<file path="src/rtl/idli_sqi_m_pkg.sv">
// idli_sqi_m_pkg: shared types and constants for the SQI memory controller.
//   slice_t     - 4-bit nibble moved per GCK cycle in each direction
//   sqi_state_t - controller FSM states
//   SQI_RD_OP / SQI_WR_OP / SQI_DUMMY_NIBBLES - default command encoding
//   addr_nib()  - pick one address nibble, index 0 = most significant
package idli_sqi_m_pkg;

    typedef logic [3:0] slice_t;

    typedef enum logic [2:0] {
        IDLE,
        INSTR,
        ADDR,
        DUMMY,
        DATA
    } sqi_state_t;

    localparam logic [7:0]  SQI_RD_OP         = 8'h03;
    localparam logic [7:0]  SQI_WR_OP         = 8'h02;
    localparam int unsigned SQI_DUMMY_NIBBLES = 2;

    function automatic slice_t addr_nib(input logic [15:0] addr, input logic [1:0] idx);
        slice_t nib;
        case (idx)
            2'd0:    nib = addr[15:12];
            2'd1:    nib = addr[11:8];
            2'd2:    nib = addr[7:4];
            default: nib = addr[3:0];
        endcase
        return nib;
    endfunction

endpackage

</file>
<file path="src/rtl/idli_sqi_m_if.sv">
// idli_sqi_m_if: core-side stream handshake plus memory pad signals of one
// SQI controller.
//   slave  modport - the controller (idli_sqi_m)
//   master modport - whoever drives requests and models the memory pads
//   core side : req, wr, addr, end, busy, rd_vld, rd_data, wr_rdy, wr_data
//   pad side  : sck, cs (active low), sio, sio_en, sio input from memory
interface idli_sqi_m_if;
    import idli_sqi_m_pkg::*;

    logic          i_sqi_req;
    logic          i_sqi_wr;
    logic [15:0]   i_sqi_addr;
    logic          i_sqi_end;
    logic          o_sqi_busy;
    logic          o_sqi_rd_vld;
    slice_t        o_sqi_rd_data;
    logic          o_sqi_wr_rdy;
    slice_t        i_sqi_wr_data;
    logic          o_sqi_sck;
    logic          o_sqi_cs;
    slice_t        o_sqi_sio;
    logic          o_sqi_sio_en;
    slice_t        i_sqi_sio;

    modport slave (
        input  i_sqi_req, i_sqi_wr, i_sqi_addr, i_sqi_end, i_sqi_wr_data, i_sqi_sio,
        output o_sqi_busy, o_sqi_rd_vld, o_sqi_rd_data, o_sqi_wr_rdy,
               o_sqi_sck, o_sqi_cs, o_sqi_sio, o_sqi_sio_en
    );

    modport master (
        output i_sqi_req, i_sqi_wr, i_sqi_addr, i_sqi_end, i_sqi_wr_data, i_sqi_sio,
        input  o_sqi_busy, o_sqi_rd_vld, o_sqi_rd_data, o_sqi_wr_rdy,
               o_sqi_sck, o_sqi_cs, o_sqi_sio, o_sqi_sio_en
    );

endinterface

</file>
<file path="src/rtl/idli_sqi_m.sv">
// idli_sqi_m: quad-SPI (SQI) controller for one 23LC512-class serial SRAM in
// sequential mode. Turns a core read/write stream into
// instruction / address / [dummy] / data nibbles, one nibble per GCK cycle.
//   i_sqi_gck   - core clock; every pad output is launched from a posedge flop
//   i_sqi_rst_n - asynchronous active-low reset; drops CS at once
//   sqi         - slave modport: core handshake and memory pads
// Data moves in whole 16-bit words: an end request waits for word nibble 3.
module idli_sqi_m
    import idli_sqi_m_pkg::*;
#(
    parameter logic [7:0]  RD_OP         = SQI_RD_OP,
    parameter logic [7:0]  WR_OP         = SQI_WR_OP,
    parameter int unsigned DUMMY_NIBBLES = SQI_DUMMY_NIBBLES
) (
    input  logic         i_sqi_gck,
    input  logic         i_sqi_rst_n,
    idli_sqi_m_if.slave  sqi
);

    sqi_state_t  state_q, state_d;
    logic [1:0]  cnt_q, cnt_d;
    logic        wr_q, wr_d;
    logic [15:0] addr_q, addr_d;
    logic        end_q, end_d;
    logic        cs_q, sck_en_q;
    slice_t      sio_q, sio_d;
    logic        sio_en_q, sio_en_d;
    logic        rd_vld_q, rd_vld_d;
    slice_t      rd_data_q;
    logic        wr_rdy_q, wr_rdy_d;

    logic [7:0]  op;
    logic        xfer;
    logic        last;

    assign op   = wr_q ? WR_OP : RD_OP;
    // In DATA the word counter advances on core-visible handshakes only, so a
    // read's pipeline fill cycle and a write's drain cycle are not counted.
    assign xfer = wr_rdy_q | rd_vld_q;
    assign last = (state_q == DATA) && xfer && (cnt_q == 2'd3) && (end_q | sqi.i_sqi_end);

    always_comb begin
        state_d  = state_q;
        cnt_d    = cnt_q;
        wr_d     = wr_q;
        addr_d   = addr_q;
        end_d    = end_q;
        sio_d    = sio_q;
        sio_en_d = sio_en_q;
        rd_vld_d = 1'b0;
        wr_rdy_d = wr_rdy_q;

        case (state_q)
            IDLE: begin
                cnt_d    = 2'd0;
                end_d    = 1'b0;
                sio_d    = '0;
                sio_en_d = 1'b0;
                wr_rdy_d = 1'b0;
                if (sqi.i_sqi_req) begin
                    wr_d     = sqi.i_sqi_wr;
                    addr_d   = sqi.i_sqi_addr;
                    state_d  = INSTR;
                    sio_en_d = 1'b1;
                    sio_d    = sqi.i_sqi_wr ? WR_OP[7:4] : RD_OP[7:4];
                end
            end
            INSTR: begin
                if (cnt_q == 2'd0) begin
                    sio_d = op[3:0];
                    cnt_d = 2'd1;
                end else begin
                    sio_d   = addr_nib(addr_q, 2'd0);
                    cnt_d   = 2'd0;
                    state_d = ADDR;
                end
            end
            ADDR: begin
                cnt_d = cnt_q + 2'd1;
                if (cnt_q != 2'd3) begin
                    sio_d = addr_nib(addr_q, cnt_q + 2'd1);
                    // Write data is requested one cycle early so the first
                    // data nibble follows the last address nibble directly.
                    if (cnt_q == 2'd2 && wr_q) wr_rdy_d = 1'b1;
                end else if (wr_q) begin
                    // Nibble 0 was consumed this cycle, so the word counter
                    // enters DATA already at 1.
                    sio_d   = sqi.i_sqi_wr_data;
                    cnt_d   = 2'd1;
                    state_d = DATA;
                end else begin
                    sio_d    = '0;
                    sio_en_d = 1'b0;
                    cnt_d    = 2'd0;
                    state_d  = DUMMY;
                end
            end
            DUMMY: begin
                cnt_d = cnt_q + 2'd1;
                if (cnt_q == 2'(DUMMY_NIBBLES - 1)) begin
                    cnt_d   = 2'd0;
                    state_d = DATA;
                end
            end
            DATA: begin
                end_d = end_q | sqi.i_sqi_end;
                if (xfer) cnt_d = cnt_q + 2'd1;
                if (wr_q) begin
                    if (wr_rdy_q) begin
                        sio_d = sqi.i_sqi_wr_data;
                        if (last) wr_rdy_d = 1'b0;
                    end else begin
                        // final nibble has been on the pins for its cycle
                        state_d = IDLE;
                    end
                end else if (last) begin
                    state_d = IDLE;
                end else begin
                    rd_vld_d = 1'b1;
                end
            end
            default: state_d = IDLE;
        endcase

        if (state_d == IDLE && state_q != IDLE) begin
            sio_d    = '0;
            sio_en_d = 1'b0;
            wr_rdy_d = 1'b0;
            rd_vld_d = 1'b0;
            end_d    = 1'b0;
        end
    end

    always_ff @(posedge i_sqi_gck or negedge i_sqi_rst_n) begin
        if (!i_sqi_rst_n) begin
            state_q   <= IDLE;
            cnt_q     <= 2'd0;
            wr_q      <= 1'b0;
            addr_q    <= '0;
            end_q     <= 1'b0;
            cs_q      <= 1'b1;
            sck_en_q  <= 1'b0;
            sio_q     <= '0;
            sio_en_q  <= 1'b0;
            rd_vld_q  <= 1'b0;
            rd_data_q <= '0;
            wr_rdy_q  <= 1'b0;
        end else begin
            state_q  <= state_d;
            cnt_q    <= cnt_d;
            wr_q     <= wr_d;
            addr_q   <= addr_d;
            end_q    <= end_d;
            // CS and the SCK gate come from their own flops so the pads see
            // no decode glitches from the state encoding.
            cs_q     <= (state_d == IDLE);
            sck_en_q <= (state_d != IDLE);
            sio_q    <= sio_d;
            sio_en_q <= sio_en_d;
            rd_vld_q <= rd_vld_d;
            wr_rdy_q <= wr_rdy_d;
            // memory drives on SCK fall (= GCK rise), so sample the nibble
            // presented during the previous cycle
            if (state_q == DATA) rd_data_q <= sqi.i_sqi_sio;
        end
    end

    // SCK rises mid-cycle; the enable only moves on posedge while GCK is high
    // and SCK is already forced low, so no runt pulse can escape.
    assign sqi.o_sqi_sck     = ~i_sqi_gck & sck_en_q;
    assign sqi.o_sqi_cs      = cs_q;
    assign sqi.o_sqi_busy    = ~cs_q;
    assign sqi.o_sqi_sio     = sio_q;
    assign sqi.o_sqi_sio_en  = sio_en_q;
    assign sqi.o_sqi_rd_vld  = rd_vld_q;
    assign sqi.o_sqi_rd_data = rd_data_q;
    assign sqi.o_sqi_wr_rdy  = wr_rdy_q;

endmodule

</file>
<file path="src/flat_wrapper.sv">
// flat-port wrapper written by rule: the top's interface ports become plain ports
module idli_sqi_m_flat import idli_sqi_m_pkg::*;
#(
    parameter logic [7:0]  RD_OP         = SQI_RD_OP,
    parameter logic [7:0]  WR_OP         = SQI_WR_OP,
    parameter int unsigned DUMMY_NIBBLES = SQI_DUMMY_NIBBLES
)
  (i_sqi_gck, i_sqi_rst_n, sqi_i_sqi_req, sqi_i_sqi_wr, sqi_i_sqi_addr, sqi_i_sqi_end, sqi_i_sqi_wr_data, sqi_i_sqi_sio, sqi_o_sqi_busy, sqi_o_sqi_rd_vld, sqi_o_sqi_rd_data, sqi_o_sqi_wr_rdy, sqi_o_sqi_sck, sqi_o_sqi_cs, sqi_o_sqi_sio, sqi_o_sqi_sio_en);
  idli_sqi_m_if sqi_i ();
  input  logic i_sqi_gck;
  input  logic i_sqi_rst_n;
  input wire logic [$bits(sqi_i.i_sqi_req)-1:0] sqi_i_sqi_req;
  input wire logic [$bits(sqi_i.i_sqi_wr)-1:0] sqi_i_sqi_wr;
  input wire logic [$bits(sqi_i.i_sqi_addr)-1:0] sqi_i_sqi_addr;
  input wire logic [$bits(sqi_i.i_sqi_end)-1:0] sqi_i_sqi_end;
  input wire logic [$bits(sqi_i.i_sqi_wr_data)-1:0] sqi_i_sqi_wr_data;
  input wire logic [$bits(sqi_i.i_sqi_sio)-1:0] sqi_i_sqi_sio;
  output wire logic [$bits(sqi_i.o_sqi_busy)-1:0] sqi_o_sqi_busy;
  output wire logic [$bits(sqi_i.o_sqi_rd_vld)-1:0] sqi_o_sqi_rd_vld;
  output wire logic [$bits(sqi_i.o_sqi_rd_data)-1:0] sqi_o_sqi_rd_data;
  output wire logic [$bits(sqi_i.o_sqi_wr_rdy)-1:0] sqi_o_sqi_wr_rdy;
  output wire logic [$bits(sqi_i.o_sqi_sck)-1:0] sqi_o_sqi_sck;
  output wire logic [$bits(sqi_i.o_sqi_cs)-1:0] sqi_o_sqi_cs;
  output wire logic [$bits(sqi_i.o_sqi_sio)-1:0] sqi_o_sqi_sio;
  output wire logic [$bits(sqi_i.o_sqi_sio_en)-1:0] sqi_o_sqi_sio_en;
  assign sqi_i.i_sqi_req = sqi_i_sqi_req;
  assign sqi_i.i_sqi_wr = sqi_i_sqi_wr;
  assign sqi_i.i_sqi_addr = sqi_i_sqi_addr;
  assign sqi_i.i_sqi_end = sqi_i_sqi_end;
  assign sqi_i.i_sqi_wr_data = sqi_i_sqi_wr_data;
  assign sqi_i.i_sqi_sio = sqi_i_sqi_sio;
  assign sqi_o_sqi_busy = sqi_i.o_sqi_busy;
  assign sqi_o_sqi_rd_vld = sqi_i.o_sqi_rd_vld;
  assign sqi_o_sqi_rd_data = sqi_i.o_sqi_rd_data;
  assign sqi_o_sqi_wr_rdy = sqi_i.o_sqi_wr_rdy;
  assign sqi_o_sqi_sck = sqi_i.o_sqi_sck;
  assign sqi_o_sqi_cs = sqi_i.o_sqi_cs;
  assign sqi_o_sqi_sio = sqi_i.o_sqi_sio;
  assign sqi_o_sqi_sio_en = sqi_i.o_sqi_sio_en;
  idli_sqi_m #(.RD_OP(RD_OP), .WR_OP(WR_OP), .DUMMY_NIBBLES(DUMMY_NIBBLES)) u_core (.i_sqi_gck(i_sqi_gck), .i_sqi_rst_n(i_sqi_rst_n), .sqi(sqi_i));
endmodule
</file>
<file path="config.mk">
export PLATFORM = sky130hd
export DESIGN_NAME = idli_sqi_m_flat
export DESIGN_NICKNAME = d
export VERILOG_FILES = /design/src/rtl/idli_sqi_m_pkg.sv /design/src/rtl/idli_sqi_m_if.sv /design/src/rtl/idli_sqi_m.sv /design/src/flat_wrapper.sv
export SDC_FILE = /design/constraint.sdc
export NUM_CORES = 1
export LEC_CHECK = 0
export CAP_MARGIN = 20
export CORE_MARGIN = 2
export CORE_UTILIZATION = 39
export CTS_CLUSTER_DIAMETER = 200
export DETAILED_ROUTE_END_ITERATION = 12
export PLACE_DENSITY = 0.72
export SLEW_MARGIN = 5
export SYNTH_ARGS = -nofsm -noshare
export SYNTH_HDL_FRONTEND = slang
export SYNTH_SLANG_ARGS = --single-unit
</file>
<file path="constraint.sdc">
create_clock -name i_sqi_gck -period 2.5 [get_ports i_sqi_gck]
set_input_delay 0.375 -clock i_sqi_gck [delete_from_list [all_inputs] [get_ports i_sqi_gck]]
set_output_delay 0.375 -clock i_sqi_gck [all_outputs]
set_load 0.01 [all_outputs]
</file>
# Yosys cells after proc, flatten, opt, wreduce, memory -nomap -nowiden
# Cells that the tools add are included.
[word_totals] out_inout_bits=14 reg_bits=36 elab_cells=97 input_bits=29
[classes] eq_ne=17 bitwise_logic=5 addsub=1 n_reduce_logical=21 muxes=41
[op_table] op="3-bit two-way mux" n=8
[op_table] op="4-bit two-way mux" n=6
[op_table] op="1-bit two-way mux" n=17
[op_table] op="4-bit one-hot mux with 4 select lines" n=1
[op_table] op="3-bit one-hot mux with 5 select lines" n=1
[op_table] op="4-bit one-hot mux with 3 select lines" n=1
[op_table] op="3-bit nonzero test" n=4
[op_table] op="2-bit one-hot mux with 5 select lines" n=1
[op_table] op="5-bit nonzero test" n=2
[op_table] op="2-bit equality test (second input constant)" n=3
[op_table] op="3-bit by 2-bit equality test with 1-bit output (second input constant)" n=2
[op_table] op="3-bit logical NOT" n=2
[op_table] op="2-bit two-way mux" n=3
[op_table] op="3-bit by 1-bit inequality test with 1-bit output (second input constant)" n=2
[op_table] op="3-bit by 2-bit inequality test with 1-bit output (second input constant)" n=2
[op_table] op="3-bit inequality test (second input constant)" n=2
[op_table] op="3-bit AND reduction" n=2
[op_table] op="1-bit logical AND" n=5
[op_table] op="2-bit by 1-bit equality test with 1-bit output (second input constant)" n=2
[op_table] op="2-bit logical NOT" n=2
[op_table] op="1-bit one-hot mux with 2 select lines" n=2
[op_table] op="2-bit AND reduction" n=2
[op_table] op="4-bit AND reduction" n=1
[op_table] op="4-bit nonzero test" n=1
[op_table] op="9 further kinds" n=11

# Longest topological paths before layout
# Gate-level depths: netlist of the first run.
[depth] depth_word=11 ltp_mapped=7 ltp_nobuf=7

==> metrics.yaml, run 1 <==
core_area_um2: 4692
num_vias: 1461
tightestPinTransition_ns: 0.5487
yosysSeqAreaShare: 0.4807
dieArea_um2: 5383
die_x_um: 73.37
synth_edf_count: 0
syn_area_per_cell_um2: 11.24
cts_tree: "yes"
critPathKind: "clk -> out"
grt_pass1_wl_um: 6893
yosys-top-cells-area: "dfrtp_1, mux2_2, ha_1"
status: "complete, no violations"
power_leakage_nw: 1.044
fin_nets: 254
grt_usage: 0.1708
gp_congestion: 0.8096
yosysUniqueCellTypes: 41
syn_nets: 203
tns_ns: 0
startpoint_type: "clock port"
grt_max_degree: 37
rsz0062_at_grt: "false"
fin_skew_ns: 0.01147
cts.reportedPaths.clkPinSlew_ns: 0.08
start_util: 0.4000
die_h_um: 73.37
syn_area_um2: 1877
overflow: 0
ir_drop_v: 0.0004638
ys_ff_latch: 36
relSlewSlack: 0.6303
finalHoldViolations: 0
syn-instance-count: 167
max_freq_ghz: 0.4780
wire_per_inst_um: 14.42
via_per_inst: 5.352
cp.required_ns: 2.12
rows: 25
dp_hpwl_um: 2842
finalCriticalPeriod_ns: 2.095
drv_cap: 0
drtIter0Drc: 116
yosys.area.top_type: "dfrtp_1"
drive_above_1_share: 0.2055
drc_errors: 0
hold_class: "in -> async"
port_buffers: 42
area_growth_pct: 33.60
crit_path_end_kind: "output port"
finalSetupViolCount: 0
grt_antenna_before_repair: 0
clock_latency_ns: 0.40
maxSlewViolCount: 0
fin_hold_ws_ns: 0.3935
ios: 43
pwr_density_cell_nw_per_um2: 1212
diodes: 0
dr.pass1.iters: 4
cp.arrival_ns: 1.72
synthArstFlopShare: 1.000
period_share: 0.8378
ant_nets: 0
synthFlopType: "dfrtp_1"
crit_fanout: 2
yosysTopAreaCellShare: 0.4667
grt_pass1_vias: 1503
ys_warn_count: 0
cts_hold_buffers: 0
wl_um: 3937
[per-stage QoR]
step / util / instances / setup WS, ns / power [W] / area (um^2)
2_1_floorplan: - / 167 / 0.6121 / 0.002016 / 1877
3_3_place_gp: 0.5051 / 262 / 0.2668 / 0.002486 / 2370
3_5_place_dp: 0.5051 / 262 / 0.2668 / 0.002500 / 2370
4_1_cts: 0.5339 / 273 / 0.007264 / 0.003064 / 2505
5_1_grt: 0.5344 / 273 / 0.2372 / 0.003296 / 2507
6_report: 0.5344 / 273 / 0.4054 / 0.003039 / 2507
[flip-flops by register name (all words and copies together) (netlist names)]
register	flops
u_core.end_q	1
u_core.sqi.o_sqi_rd_data	4
u_core.sck_en_q	1
u_core.cnt_q	2
u_core.state_q	3
u_core.sqi.o_sqi_wr_rdy	1
u_core.addr_q	16
u_core.sqi.o_sqi_cs	1
u_core.sqi.o_sqi_rd_vld	1
u_core.sqi.o_sqi_sio_en	1
u_core.wr_q	1
u_core.sqi.o_sqi_sio	4
[cells by family (layout without fill, tap and decap cells)]
group | Yosys count | in the layout | synth area share
adders and majority gates | 7 | 7 | 0.04666
buffers and inverters | 17 | 69 | 0.04133
muxes | 23 | 23 | 0.1433
AOI/OAI and AO/OA | 42 | 42 | 0.1620
DFF | 36 | 36 | 0.4807
and+or+nand+nor | 41 | 41 | 0.1213
xor gates and xnor gates | 1 | 1 | 0.004668
[placed cells by master (no fill, tap or decap), drive strengths merged, types with 2 or more instances in the layout]
| cell type | instances |
|---|---|
| clkdlybuf4s50 | 41 |
| o21ai | 7 |
| a221oi | 7 |
| clkbuf | 10 |
| buf | 6 |
| a211oi | 4 |
| dfrtp | 35 |
| a21oi | 10 |
| nand2 | 5 |
| ha | 7 |
| mux2 | 21 |
| o211ai | 2 |
| nor3 | 8 |
| inv | 10 |
| nor2b | 7 |
| nor2 | 12 |
| nand2b | 3 |
[worst max-delay path, cell delays in order]
cell and delay (ns):
clkbuf_8 0.11, clkbuf_8 0.12, nor2b_1 0.09, dlymetal6s2s_1 0.16
[power by group]
group / total (W) / internal (W) / switching (W)
Clock: 0.000592 / 0.000350 / 0.000242
Sequential: 0.00106 / 0.000862 / 0.000197
Combinational: 0.00139 / 0.000727 / 0.000661
[area by class of cell]
class / count / area, um^2
fill: 424 / 2185
timing repair buffer: 47 / 455.4
sequential: 36 / 902.1
tap: 54 / 67.56
multi-input combinational: 114 / 897.1
clock buffer: 11 / 140.1
clock inverter: 1 / 7.507
inverter: 10 / 37.54
[timing repair]
item | 4_1_cts | 5_1_grt
resized for setup | 0 | 1
endpoints found under the setup margin | 0 | 1
buffers inserted | 0 | 0
[Yosys cell counts, drive strengths merged, types with 4 or more instances]
cell type,count
nor2,12
nor2b,7
a221oi,7
mux2,21
a21oi,10
a211oi,4
dfrtp,35
nor3,8
ha,7
inv,10
o21ai,7
buf,6
nand2,5
[layer usage]
| metal | GRT usage | routed length (um) | vias to the layer above |
|---|---|---|---|
| met5 | 0 | 0 | - |
| met4 | 0.05051 | 46 | 0 |
| met3 | 0.07407 | 206 | 9 |
| met2 | 0.2573 | 1806 | 37 |
| met1 | 0.2238 | 1877 | 704 |
| li1 | - | - | 711 |
[path summary, 6_finish.rpt]
| check | startpoint | endpoint | slack (ns) | cells after the start |
|---|---|---|---|---|
| min in group i_sqi_gck | u_core.sqi.o_sqi_rd_data[3]$_DFFE_PN0P_ | u_core.sqi.o_sqi_rd_data[3]$_DFFE_PN0P_ | 0.51 | 1 |
| worst min-delay path | i_sqi_rst_n | u_core.end_q$_DFFE_PN0P_ | 0.39 | 2 |
| worst min register to register | u_core.sqi.o_sqi_rd_data[3]$_DFFE_PN0P_ | u_core.sqi.o_sqi_rd_data[3]$_DFFE_PN0P_ | 0.51 | 1 |
| max in group asynchronous | i_sqi_rst_n | u_core.sqi.o_sqi_cs$_DFF_PN1_ | 1.76 | 2 |
| worst max register to register | u_core.cnt_q[0]$_DFFE_PN0P_ | u_core.sqi.o_sqi_sio[1]$_DFFE_PN0P_ | 0.41 | 7 |
| worst max-delay path | i_sqi_gck | sqi_o_sqi_sck | 0.41 | 4 |
(Power assumes the default switching activity.)
==> run 2, diff against run 1 <==
--- a/config.mk
+++ b/config.mk
@@ -10,7 +10,7 @@
 export CORE_UTILIZATION = 39
 export CTS_CLUSTER_DIAMETER = 200
 export DETAILED_ROUTE_END_ITERATION = 12
-export PLACE_DENSITY = 0.72
+export PLACE_DENSITY = 0.74
 export SLEW_MARGIN = 5
 export SYNTH_ARGS = -nofsm -noshare
 export SYNTH_HDL_FRONTEND = slang
==> constraint.sdc (replaced) <==
create_clock -name i_sqi_gck -period 1.91 [get_ports i_sqi_gck]
set_input_delay 0.2865 -clock i_sqi_gck [delete_from_list [all_inputs] [get_ports i_sqi_gck]]
set_output_delay 0.2865 -clock i_sqi_gck [all_outputs]
set_load 0.01 [all_outputs]
==> run 2 against run 1 <==
Wire length rose by 8.5%. Global-route usage rose by 1.6 points. Register-to-register slack got worse by 0.38 ns. Clock skew fell by 0.0057 ns. Combinational power rose by 47%. Critical path depth rose by 2. Final cell count rose by 4.8%. Flip-flop and latch count did not move. Design area rose by 5.2%. Worst hold slack got worse by 0.089 ns. Non-clock buffer count rose by 13. Critical path type is now reg -> reg. Critical endpoint is now u_core.sqi.o_sqi_sio[0]$_DFFE_PN0P_.
==> metrics.yaml, run 2 (synthesized netlist as in run 1, its figures left out) <==
status: "complete, no violations"
n_fill_cell: 411
die_x_um: 73.37
period_share: 0.9843
combPwrFrac: 0.479
rows: 25
grt_antenna_before_repair: 0
startpoint_type: "register"
finalCriticalPeriod_ns: 1.880
die_h_um: 73.37
power_frac_clock: 0.200
drv_cap: 0
reg2reg_from: "u_core.cnt_q[0]$_DFFE_PN0P_"
dr.pass1.iters: 4
largest-register: "u_core.addr_q"
worst_path_max_delay_cell: "mux4_2"
maxSlewViolCount: 0
cts.reportedPaths.clkPinSlew_ns: 0.07
dpl_worst_slack_ns: -0.06551
swShare: 0.3559
tightestPinTransition_ns: 0.5795
overflow: 0
grt_pass1_vias: 1590
ios: 43
gp_congestion: 0.8891
grt_pass1_wl_um: 7362
postCtsSetupBuffers: 0
largest_reg_flops: 16
via_per_inst: 5.364
diodes: 0
drtIter0Drc: 66
power_leakage_nw: 1.110
rr_worst_depth: 6
crit_path_end_kind: "register"
wl_um: 4272
num_vias: 1534
rsz0062_at_grt: "true"
ir_drop_v: 0.0005494
dp_hpwl_um: 3156
grt_max_degree: 37
cts_hold_buffers: 0
port_buffers: 42
mostFrequentLayoutCell: "clkdlybuf4s50_1"
cp.required_ns: 2.21
power_switching_w: 0.001520
core_area_um2: 4692
max_freq_ghz: 0.5319
critPathKind: "reg -> reg"
seqPwrFrac: 0.321
start_util: 0.4000
dieArea_um2: 5383
finalHoldViolations: 0
fin_ws_ns: 0.02991
relSlewSlack: 0.6096
fin_nets: 267
hold_class: "in -> async"
cp_cell_sequence: "buf_4 -> ha_1 -> mux4_2 -> a21oi_4 -> nor2_2 -> a211oi_1"
pwr_density_cell_nw_per_um2: 1618
crit_family: "multiplexers"
cts_tree: "yes"
final_cell_mix: "clkdlybuf4s50_1, dfrtp_1, mux2_2"
endpoint: "u_core.sqi.o_sqi_sio[0]$_DFFE_PN0P_"
cp.arrival_ns: 2.18
crit_fanout: 8
finalSetupViolCount: 0
path_depth: 6
wire_per_inst_um: 14.94
critPathLaunch: "u_core.cnt_q[0]$_DFFE_PN0P_"
area_growth_pct: 40.60
grt_usage: 0.1868
clock_latency_ns: 0.39
r2r-end: "u_core.sqi.o_sqi_sio[0]$_DFFE_PN0P_"
drive_above_1_share: 0.2672
intPower_w: 0.002750
drc_errors: 0
cp_num_buf_inv: 1
tns_ns: 0
fin_skew_ns: 0.005769
ant_nets: 0
reg2reg_slack_ns: 0.03
cp_slowest_stage_delay_ns: 0.53
## run 2: final cells by class
type	count	area [um^2]	share of cell area
clock buffer	10	122.6	0.04647
clock inverter	2	35.03	0.01328
timing repair buffer	60	553.0	0.2096
sequential	36	902.1	0.3419
inverter	10	37.54	0.01422
multi-input combinational	114	920.9	0.3490
tap	54	67.56	0.02560
## run 2: worst reg2reg max path: stages, from the launching register on
cell and delay (ns):
dfrtp_1 0.41, buf_4 0.15, ha_1 0.23, mux4_2 0.53, a21oi_4 0.18, nor2_2 0.10, a211oi_1 0.19
## run 2: how the worst min path moves through the flow
stage	start	endpoint	slack [ns]	cells past startpoint
2_1_floorplan	i_sqi_rst_n	u_core.addr_q[0]$_DFFE_PN0P_	-0.009	0
3_3_place_gp	u_core.sqi.o_sqi_rd_data[1]$_DFFE_PN0P_	u_core.sqi.o_sqi_rd_data[1]$_DFFE_PN0P_	0.49	1
3_5_place_dp	u_core.sqi.o_sqi_rd_data[0]$_DFFE_PN0P_	u_core.sqi.o_sqi_rd_data[0]$_DFFE_PN0P_	0.49	1
4_1_cts	i_sqi_rst_n	u_core.cnt_q[0]$_DFFE_PN0P_	0.31	2
5_1_grt	i_sqi_rst_n	u_core.addr_q[1]$_DFFE_PN0P_	0.35	2
6_report	i_sqi_rst_n	u_core.sqi.o_sqi_rd_data[2]$_DFFE_PN0P_	0.30	2
## run 2: what timing repair did
action / 4_1_cts / 5_1_grt
resized for setup: 4 / 3
endpoints found under the setup margin: 8 / 8
pin swaps: 0 / 0
gates cloned: 0 / 0
## run 2: power groups by stage
stage	Clock (W)	Combinational [W]	Sequential, W
after global placement	0.0000559	0.00194	0.00137
after floorplan	0.0000220	0.00127	0.00135
after global routing	0.000925	0.00224	0.00142
final	0.000856	0.00204	0.00137
after detailed placement	0.0000559	0.00197	0.00138
after CTS	0.000883	0.00202	0.00137
## run 2: metal layers
| metal | wire length [um] | part of all wire | GRT usage | vias to the layer above |
|---|---|---|---|---|
| met5 | 0 | 0 | 0 | - |
| met4 | 74 | 0.017 | 0.1051 | 0 |
| met3 | 162 | 0.038 | 0.06584 | 5 |
| met2 | 2196 | 0.51 | 0.2973 | 38 |
| met1 | 1839 | 0.43 | 0.2190 | 755 |
| li1 | - | - | - | 736 |
## run 2: metrics by stage
| step | utilization | hold slack (ns) | cells | total power, W | cell area, um^2 |
|---|---|---|---|---|---|
| 4_1_cts | 0.5597 | 0.3131 | 286 | 0.004275 | 2626 |
| 6_report | 0.5624 | 0.3042 | 286 | 0.004270 | 2639 |
| 3_5_place_dp | 0.5259 | 0.4926 | 275 | 0.003413 | 2467 |
| 5_1_grt | 0.5624 | 0.3518 | 286 | 0.004586 | 2639 |
| 2_1_floorplan | - | -0.009091 | 167 | 0.002639 | 1877 |
| 3_3_place_gp | 0.5259 | 0.4884 | 275 | 0.003364 | 2467 |
